--- src/rtl/jt12_cpu_if.sv ---
// JT12 host-bus write front end: address/data latching, register-bank write
// strobe, prescaler select (0x2D-0x2F), busy timing and the status byte.
module jt12_cpu_if #(
  parameter int unsigned BUSY_CYCLES = 32,
  parameter int unsigned BUSY_W      = 6
) (
  input  logic       clk,
  input  logic       rst_n,
  input  logic       cen,
  input  logic       cpu_cs_n,
  input  logic       cpu_wr_n,
  input  logic [1:0] cpu_addr,
  input  logic [7:0] cpu_din,
  input  logic       flag_a,
  input  logic       flag_b,
  output logic [7:0] cpu_dout,
  output logic [7:0] reg_addr,
  output logic       reg_part,
  output logic [7:0] reg_din,
  output logic       reg_wr,
  output logic       busy,
  output logic       set_n6,
  output logic       set_n3,
  output logic       set_n2
);

  typedef enum logic [2:0] {
    PRE_6 = 3'b100,
    PRE_3 = 3'b010,
    PRE_2 = 3'b001
  } presc_t;

  presc_t            presc;
  logic              wr_act;
  logic              wr_last;
  logic              wr_ev;
  logic              addr_ev;
  logic              data_ev;
  logic              is_presc;
  logic              data_ok;
  logic [BUSY_W-1:0] counter;
  logic [BUSY_W-1:0] counter_nx;

  assign wr_act  = ~cpu_cs_n & ~cpu_wr_n;
  assign wr_ev   = wr_act & ~wr_last;
  assign addr_ev = wr_ev & ~cpu_addr[0];
  assign data_ev = wr_ev &  cpu_addr[0];

  // Prescaler registers live here, not in the bank: they bypass busy entirely.
  assign is_presc = ~reg_part &&
                    (reg_addr == 8'h2D || reg_addr == 8'h2E || reg_addr == 8'h2F);
  assign data_ok  = data_ev & ~is_presc & ~busy;

  // A load in the same clk as cen takes priority over the decrement.
  always_comb begin
    counter_nx = counter;
    if (data_ok)
      counter_nx = BUSY_W'(BUSY_CYCLES);
    else if (cen && counter != '0)
      counter_nx = counter - BUSY_W'(1);
  end

  always_ff @(posedge clk or negedge rst_n) begin
    if (!rst_n) begin
      wr_last  <= 1'b0;
      reg_addr <= '0;
      reg_part <= 1'b0;
      reg_din  <= '0;
      reg_wr   <= 1'b0;
      counter  <= '0;
      busy     <= 1'b0;
      cpu_dout <= '0;
      presc    <= PRE_6;
    end else begin
      wr_last  <= wr_act;
      reg_wr   <= data_ok;
      counter  <= counter_nx;
      busy     <= (counter_nx != '0);
      cpu_dout <= {busy, 5'b0, flag_b, flag_a};
      if (addr_ev) begin
        reg_addr <= cpu_din;
        reg_part <= cpu_addr[1];
      end
      if (data_ok)
        reg_din <= cpu_din;
      if (data_ev && is_presc) begin
        case (reg_addr[1:0])
          2'b01:   presc <= PRE_6;
          2'b10:   presc <= PRE_3;
          2'b11:   presc <= PRE_2;
          default: presc <= presc;
        endcase
      end
    end
  end

  assign set_n6 = presc[2];
  assign set_n3 = presc[1];
  assign set_n2 = presc[0];

endmodule

--- config.mk ---
export PLATFORM = sky130hd
export DESIGN_NAME = jt12_cpu_if
export DESIGN_NICKNAME = d
export VERILOG_FILES = /design/src/rtl/jt12_cpu_if.sv
export SDC_FILE = /design/constraint.sdc
export NUM_CORES = 1
export LEC_CHECK = 0
export CORE_ASPECT_RATIO = 0.6
export CORE_MARGIN = 2
export CORE_UTILIZATION = 25
export CTS_CLUSTER_SIZE = 16
export DETAILED_ROUTE_END_ITERATION = 8
export DONT_BUFFER_PORTS = 1
export MAX_ROUTING_LAYER = met4
export REMOVE_ABC_BUFFERS = 1
export SLEW_MARGIN = 20
export SYNTH_ARGS = -nofsm -noshare
export SYNTH_HDL_FRONTEND = slang
export SYNTH_SLANG_ARGS = --single-unit
--- constraint.sdc ---
create_clock -name clk -period 2.24 [get_ports clk]
set_input_delay 0.448 -clock clk [delete_from_list [all_inputs] [get_ports clk]]
set_output_delay 0.448 -clock clk [all_outputs]
set_load 0.03 [all_outputs]
==> results of run 1 <==
[worst max path at each step]
stage	to	from	slack, ns	cells after the start
3_5_place_dp	reg_din[6]	cpu_wr_n	0.22	3
5_1_grt	reg_din[5]	wr_last	0.14	3
3_3_place_gp	reg_din[0]	cpu_wr_n	0.31	3
6_report	busy	counter[0]	0.25	6
4_1_cts	busy	counter[0]	0.24	6
2_1_floorplan	reg_din[0]	reg_addr[1]	0.37	4
[repair_timing]
item,CTS,global route
hold buffers,2,0
gates resized for setup,0,0
endpoints found under the hold margin,31,0
[cells by family after synthesis]
logic type | count (synthesis) | share of synthesized area [%]
AO/OA/AOI/OAI | 18 | 8.72
XOR/XNOR | 1 | 0.598
adder cells (fa/ha/maj) | 2 | 1.71
buffers and inverters | 12 | 5.64
flip-flops | 32 | 54.8
multiplexers | 18 | 14.3
other | 1 | 0.256
AND/OR/NAND/NOR | 28 | 14.0
[metal layers]
layer / track usage [%] / routed length, um / share of wire (%)
met1: 15.8 / 1590 / 52
met2: 11.8 / 1240 / 40
met3: 4.33 / 205 / 6.7
met4: 3.45 / 21 / 0.69
met5: - / 0 / 0
[through the flow]
step / instance area [um2] / worst slack [ns] / hold WS (ns) / util (%)
floorplan: 1410 / 0.370 / 0.152 / -
global placement: 1570 / 0.307 / 0.153 / 27.9
detailed placement: 1570 / 0.215 / 0.153 / 27.9
CTS: 1690 / 0.242 / 0.190 / 30.0
global route: 1690 / 0.144 / 0.183 / 30.0
finish: 1690 / 0.247 / 0.200 / 30.0
[synthesized netlist by cell type]
master / instances / share of area (%)
o21a_4: 1 / 1.0
o21bai_1: 1 / 0.51
dfrtp_1: 31 / 53
inv_1: 4 / 1.0
mux2_2: 15 / 12
a21oi_1: 8 / 2.7
buf_4: 5 / 2.6
dfstp_2: 1 / 1.8
a41oi_1: 1 / 0.60
nand2b_1: 2 / 0.85
a211oi_1: 2 / 1.0
and4_1: 1 / 0.60
nor3_2: 1 / 0.68
conb_1: 1 / 0.26
nor3b_1: 1 / 0.51
mux2_4: 2 / 2.1
nor4_4: 1 / 1.5
nor4b_2: 1 / 1.0
buf_6: 1 / 0.77
ha_1: 2 / 1.7
o21a_1: 1 / 0.51
or4b_4: 2 / 1.9
o31ai_2: 1 / 0.85
nand2_1: 3 / 0.77
nor2_1: 7 / 1.8
nor4b_1: 1 / 0.60
o21ai_0: 1 / 0.34
nand3_1: 3 / 1.0
or2_2: 1 / 0.43
o2111ai_1: 1 / 0.60
mux2i_1: 1 / 0.68
nand4b_1: 1 / 0.60
o31ai_1: 1 / 0.51
and3b_1: 3 / 1.8
buf_8: 1 / 1.0
clkbuf_1: 1 / 0.26
xnor2_1: 1 / 0.60
[final cells by class]
type / count / area share [%]
Clock buffer: 6 / 4.30
Clock inverter: 2 / 0.742
Inverter: 4 / 0.890
Multi-Input combinational cell: 72 / 35.2
Sequential cell: 32 / 47.6
Tap cell: 80 / 5.93
Timing Repair Buffer: 10 / 5.34
[power breakdown]
group          switching, mW  internal (mW)  leakage (nW)  total, mW
Sequential             0.286          0.723         0.388       1.01
Combinational          0.285          0.257         0.293      0.541
Clock                  0.209          0.217        0.0412      0.426
Total                  0.779           1.20         0.722       1.98
[state kept, by name, indices dropped and copies added (netlist names)]
register,cells
counter,6
reg_part,1
reg_wr,1
reg_din,8
presc,3
wr_last,1
cpu_dout,3
reg_addr,8
busy,1
[critical path: cells and delay by family (launching register included)]
family                   cells  cell delay (ns)
AND/OR/NAND/NOR              2             0.64
flip-flops                   1             0.45
AO/OA/AOI/OAI                2             0.43
adder cells (fa/ha/maj)      1             0.23
buffers and inverters        1             0.11
==> impl_metrics.json, run 1 <==
{
  "hp-start": "flag_b",
  "max_stage_delay_ns": 0.51,
  "slew_headroom_pct": 52.0,
  "ys_warn_count": 0,
  "maxCapViolCount": 0,
  "worstPathRequired_ns": 2.39,
  "antenna_cells_inserted": 0,
  "multi_input_area_um2": 594,
  "min_to": "cpu_dout[1]",
  "leakage_nw": 0.722,
  "worst_pin_slew_ns": 0.721,
  "ios": 47,
  "grt_remaining_overflow": 0,
  "powerDensity_nw_per_um2": 1170,
  "clk_pin_slew_ns": 0.07,
  "drive_above_1_share_pct": 33.3,
  "route.vias.total": 903,
  "rsz0062_at_grt": "no",
  "finalMaxSlewViolations": 0,
  "worst-path-max-fanout": 6,
  "dp.cells": 196,
  "start_util_pct": 26.0,
  "dp_hpwl_mm": 2.28,
  "crit_chain": "inv_1, ha_1, or4b_4, o21a_4, o31ai_2, nand4b_1",
  "ff_latch_area_um2": 802,
  "power_mw": 1.98,
  "die_height_um": 63.3,
  "grt_pass1_vias": 950,
  "syn_area_per_cell_um2": 13.1,
  "fillers": 570,
  "cts_tree": "done",
  "antenna_found_initial": 0,
  "ys_types": 37,
  "rows": 21,
  "min_path_type": "in -> reg",
  "cts_root_buf": "clkbuf_8",
  "fmax_ghz": 0.502,
  "wl_mm": 3.06,
  "crit_type": "reg -> reg",
  "drt_iter0_drc": 48,
  "ys_ff_latch": 32,
  "clock-sinks": 32,
  "wl_per_cell_um": 14.8,
  "fin_crit_ns": 1.99,
  "syn2layout_area_growth_pct": 15.2,
  "postCtsSetupBuffers": 0,
  "h-tree-depth": 2,
  "tns_ns": 0,
  "cp-start-kind": "flop",
  "finalSetupViolCount": 0,
  "drtAntennaViolNets": 0,
  "fin_crit_sh_pct": 89.0,
  "status": "completed",
  "die_area_um2": 6500,
  "grt_max_degree": 32,
  "r2r_setup_slack_ns": 0.25,
  "final_common_cell": "dfrtp_1",
  "end_kind": "flop",
  "die_x_um": 103,
  "hold_viol_final": 0,
  "core_area_um2": 5620,
  "place_congestion": 0.776,
  "rr_worst_depth": 6,
  "fin_cells": 206,
  "grt_pass1_wl_mm": 4.97,
  "clock_path_buffers": 2,
  "netlist_instances": 112,
  "port_buffers": 0,
  "syn_area_um2": 1460,
  "whs_path_depth": 0,
  "layout_common_cells": "31 x dfrtp_1, 15 x mux2_2, 8 x a21oi_1, 8 x buf_4, 7 x nor2_1",
  "vdd_drop_max_mv": 0.361,
  "drc": 0,
  "cts_made_buffers": 5,
  "nNetsFinal": 144,
  "drtPass1Iterations": 4,
  "clock-skew-final_ns": 0.00856,
  "vias_per_cell": 4.38,
  "worstPathArrival_ns": 2.14,
  "grt_usage_pct": 10.4,
  "timing.rr.start": "counter[0]",
  "yosysSeqAreaShare_pct": 54.8,
  "rr_endpoint": "busy",
  "cpMaxStageDelayCell": "or4b_4",
  "clk_latency_ns": 0.28
}
No activity file was read; power rests on OpenSTA's default activity.
==> run 2: changes to the inputs <==
clock period = 1.8 ns   (was 2.24 ns; I/O delays follow)
==> impl_metrics.json, run 2 (synthesized netlist as in run 1, its figures left out) <==
{
  "status": "completed",
  "vias_per_cell": 4.41,
  "cp-start-kind": "flop",
  "wl_mm": 3.10,
  "core_area_um2": 5620,
  "route.vias.total": 953,
  "grt_remaining_overflow": 0,
  "place_congestion": 0.811,
  "clock_path_buffers": 2,
  "clk_pin_slew_ns": 0.06,
  "worstPathRequired_ns": 1.95,
  "final_area_um2": 1780,
  "syn2layout_area_growth_pct": 21.5,
  "final_common_cell": "dfrtp_1",
  "drt_iter0_drc": 45,
  "drtPass1Iterations": 4,
  "vdd_drop_max_mv": 0.358,
  "cts_made_buffers": 5,
  "h-tree-depth": 2,
  "worstPathArrival_ns": 1.94,
  "crit_type": "reg -> reg",
  "drc": 0,
  "finalSetupViolCount": 0,
  "hold_viol_final": 0,
  "drtAntennaViolNets": 0,
  "powerDensity_nw_per_um2": 1480,
  "rows": 21,
  "antenna_cells_inserted": 0,
  "rsz0062_at_grt": "yes",
  "power_mw": 2.63,
  "die_area_um2": 6500,
  "finalMaxSlewViolations": 0,
  "die_x_um": 103,
  "min_path_type": "in -> reg",
  "antenna_found_initial": 0,
  "maxCapViolCount": 0,
  "start_util_pct": 26.0,
  "clock-sinks": 32,
  "fin_crit_sh_pct": 99.6,
  "grt_pass1_wl_mm": 5.25,
  "fin_crit_ns": 1.79,
  "end_kind": "flop",
  "reg.largest.list": "reg_addr (8), reg_din (8), counter (6)",
  "die_height_um": 63.3,
  "postCtsSetupBuffers": 0,
  "wl_per_cell_um": 14.3,
  "clock-skew-final_ns": 0.00232,
  "drive_above_1_share_pct": 39.0,
  "grt_max_degree": 33,
  "leakage_nw": 0.777,
  "dp_hpwl_mm": 2.38,
  "clk_latency_ns": 0.27,
  "finalWorstSetupSlack_ns": 0.00643,
  "fmax_ghz": 0.558,
  "place_area_um2": 1650,
  "grt_pass1_vias": 1041,
  "grt_usage_pct": 10.9,
  "ios": 47,
  "nNetsFinal": 154,
  "utilization_pct": 31.6,
  "tns_ns": 0,
  "worst-path-max-fanout": 4,
  "layout_common_cells": "31 x dfrtp_1, 18 x buf_4, 15 x mux2_2",
  "cts_tree": "done",
  "dp_slack_ns": 0.0151,
  "cts_root_buf": "clkbuf_8",
  "port_buffers": 0
}
## run 2: through the flow
stage	hold WS (ns)	instances
floorplan	0.0644	108
global placement	0.0650	206
detailed placement	0.0649	206
CTS	0.0972	216
global route	0.0889	216
finish	0.109	216
## run 2: cell type report
cell class / instances / area (um2)
Clock buffer: 8 / 90.1
Fill cell: 585 / 3840
Inverter: 4 / 15.0
Multi-Input combinational cell: 72 / 606
Sequential cell: 32 / 802
Tap cell: 80 / 100
Timing Repair Buffer: 20 / 165
## run 2: per-layer routing
| layer | wire length [um] | up-vias | part of all wire (%) | track usage (%) |
|---|---|---|---|---|
| li1 | - | 440 | - | - |
| met1 | 1500 | 469 | 48 | 15.3 |
| met2 | 1390 | 40 | 45 | 14.6 |
| met3 | 183 | 4 | 5.9 | 3.88 |
| met4 | 22 | 0 | 0.71 | 3.29 |
| met5 | 0 | - | 0 | - |
## run 2: final timing paths
path                            start     endpoint  slack [ns]  cells past startpoint
max                        counter[0]         busy       0.006                      5
min in group asynchronous       rst_n      wr_last        0.54                      2
min                            flag_b  cpu_dout[1]        0.11                      0
max in group asynchronous       rst_n     presc[2]        1.02                      2
max reg2reg                counter[0]         busy       0.006                      5
min reg2reg                      busy  cpu_dout[7]        0.60                      0
## run 2: critical path, stage by stage, from the launching register on
cell,delay (ns)
dfrtp_1,0.41
buf_4,0.17
or4b_4,0.56
nor3_4,0.15
mux2i_1,0.27
nand4b_1,0.11
## run 2: where the power goes
group          switching [mW]  internal [mW]
Clock                   0.249          0.312
Sequential              0.281          0.901
Combinational           0.472          0.415
Total                    1.00           1.63
## run 2: repair_timing
item | CTS | global route
hold endpoints to repair | 32 | 0
resized for setup | 0 | 3
hold buffers | 2 | 0
setup endpoints to repair | 0 | 3
==> run 3: changes to the inputs <==
==> constraint.sdc (replaced) <==
create_clock -name clk -period 1.8 [get_ports clk]
set_input_delay 0.27 -clock clk [delete_from_list [all_inputs] [get_ports clk]]
set_output_delay 0.27 -clock clk [all_outputs]
set_load 0.03 [all_outputs]
==> impl_metrics.json, run 3 (synthesized netlist as in run 1, its figures left out) <==
{
  "die_height_um": 63.3,
  "antenna_cells_inserted": 0,
  "worstPathBufferInverterCount": 1,
  "grt_remaining_overflow": 0,
  "die_area_um2": 6500,
  "syn2layout_area_growth_pct": 22.8,
  "reg.largest.list": "reg_addr (8), reg_din (8), counter (6)",
  "finalMaxSlewViolations": 0,
  "power_mw": 2.63,
  "grt_most_used_layer": "met1",
  "crit_start": "counter[0]",
  "ff_latch_area_um2": 802,
  "maxCapViolCount": 0,
  "leakage_nw": 0.785,
  "cts_root_buf": "clkbuf_8",
  "die_x_um": 103,
  "timing.rr.start": "counter[0]",
  "crit_type": "reg -> reg",
  "r2r_setup_slack_ns": 0.01,
  "h-tree-depth": 2,
  "cpMaxStageDelayCell": "or4b_4",
  "finalWorstSetupSlack_ns": 0.0127,
  "critPathCapture": "busy",
  "vias_per_cell": 4.43,
  "place_area_um2": 1650,
  "rsz0062_at_grt": "yes",
  "crit_chain": "buf_4, or4b_4, nor3_4, mux2i_1, nand4b_1",
  "grtUsageMet1_pct": 15.3,
  "fin_crit_ns": 1.79,
  "vdd_drop_max_mv": 0.365,
  "grt_pass1_wl_mm": 5.25,
  "route.vias.total": 966,
  "drive_above_1_share_pct": 38.4,
  "port_buffers": 0,
  "clock_path_buffers": 2,
  "clock-sinks": 32,
  "ios": 47,
  "clk_pin_slew_ns": 0.06,
  "antenna_found_initial": 0,
  "drtPass1Iterations": 4,
  "dp_slack_ns": 0.0151,
  "max_stage_delay_ns": 0.56,
  "clock-skew-final_ns": 0.00318,
  "path_delay_family": "simple AND/OR/NAND/NOR gates",
  "cp-start-kind": "flop",
  "drt_iter0_drc": 44,
  "drc": 0,
  "drtAntennaViolNets": 0,
  "hold_viol_final": 0,
  "grt_util_met2_pct": 14.6,
  "wl_per_cell_um": 14.3,
  "multi_input_area_um2": 606,
  "end_kind": "flop",
  "cts_tree": "done",
  "worst-path-max-fanout": 4,
  "final_area_um2": 1800,
  "start_util_pct": 26.0,
  "rr_endpoint": "busy",
  "grtUsageMet3_pct": 3.88,
  "cts_made_buffers": 5,
  "fmax_ghz": 0.560,
  "cp.depth": 5,
  "status": "completed",
  "wl_mm": 3.12,
  "fillers": 583,
  "grt_max_degree": 33,
  "min_path_type": "in -> reg",
  "clk_latency_ns": 0.28,
  "fin_crit_sh_pct": 99.3,
  "rows": 21,
  "grt_usage_pct": 10.9,
  "postCtsSetupBuffers": 0,
  "tns_ns": 0,
  "nNetsFinal": 156,
  "worstPathArrival_ns": 1.94,
  "final_common_cell": "dfrtp_1",
  "rr_worst_depth": 5,
  "layout_common_cells": "31 x dfrtp_1, 18 x buf_4, 15 x mux2_2",
  "dp_hpwl_mm": 2.38,
  "worstPathRequired_ns": 1.95,
  "place_congestion": 0.811,
  "core_area_um2": 5620,
  "grt_pass1_vias": 1041,
  "powerDensity_nw_per_um2": 1470,
  "finalSetupViolCount": 0
}
run 3: cell types whose count changed in the layout (fill, tap and decap cells not counted):
cell | before | now
dlygate4sd3_1 | 1 | 3
run 3: worst register-to-register path, stage by stage, from the launching register on:
cell and delay, ns:
dfrtp_1 0.41, buf_4 0.17, or4b_4 0.56, nor3_4 0.15
mux2i_1 0.27, nand4b_1 0.11
run 3: worst min path at each step:
stage,start,cells past startpoint,endpoint
final,cpu_cs_n,1,wr_last
after global routing,cpu_cs_n,1,wr_last
after CTS,flag_a,0,cpu_dout[0]
after detailed placement,rst_n,0,reg_din[5]
after global placement,rst_n,0,reg_din[5]
after floorplan,rst_n,0,busy
run 3: through the flow:
step	instances	hold slack, ns	utilization, %
4_1_cts	216	0.00721	31.4
3_5_place_dp	206	-0.0251	29.3
6_report	218	0.0420	32.0
3_3_place_gp	206	-0.0250	29.3
5_1_grt	218	0.0330	32.0
2_1_floorplan	108	-0.0256	-
run 3: layout make-up:
| cell class | instances | area share (%) |
|---|---|---|
| Sequential cell | 32 | 44.6 |
| Multi-Input combinational cell | 72 | 33.7 |
| Timing Repair Buffer | 22 | 10.3 |
| Tap cell | 80 | 5.57 |
| Clock buffer | 8 | 5.01 |
| Inverter | 4 | 0.835 |
run 3: where the power goes:
group | internal [mW] | switching (mW)
registers | 0.901 | 0.282
logic | 0.418 | 0.474
clock network | 0.312 | 0.248
run 3: per-layer routing:
| layer | up-vias | share of wire, % |
|---|---|---|
| li1 | 446 | - |
| met1 | 476 | 48 |
| met2 | 40 | 45 |
| met3 | 4 | 6.4 |
| met4 | 0 | 0.70 |
| met5 | - | 0 |
run 3: repair_timing:
action	4_1_cts	5_1_grt
hold buffers	2	2
endpoints found under the hold margin	32	2
setup endpoints to repair	0	3
gates resized for setup	0	3
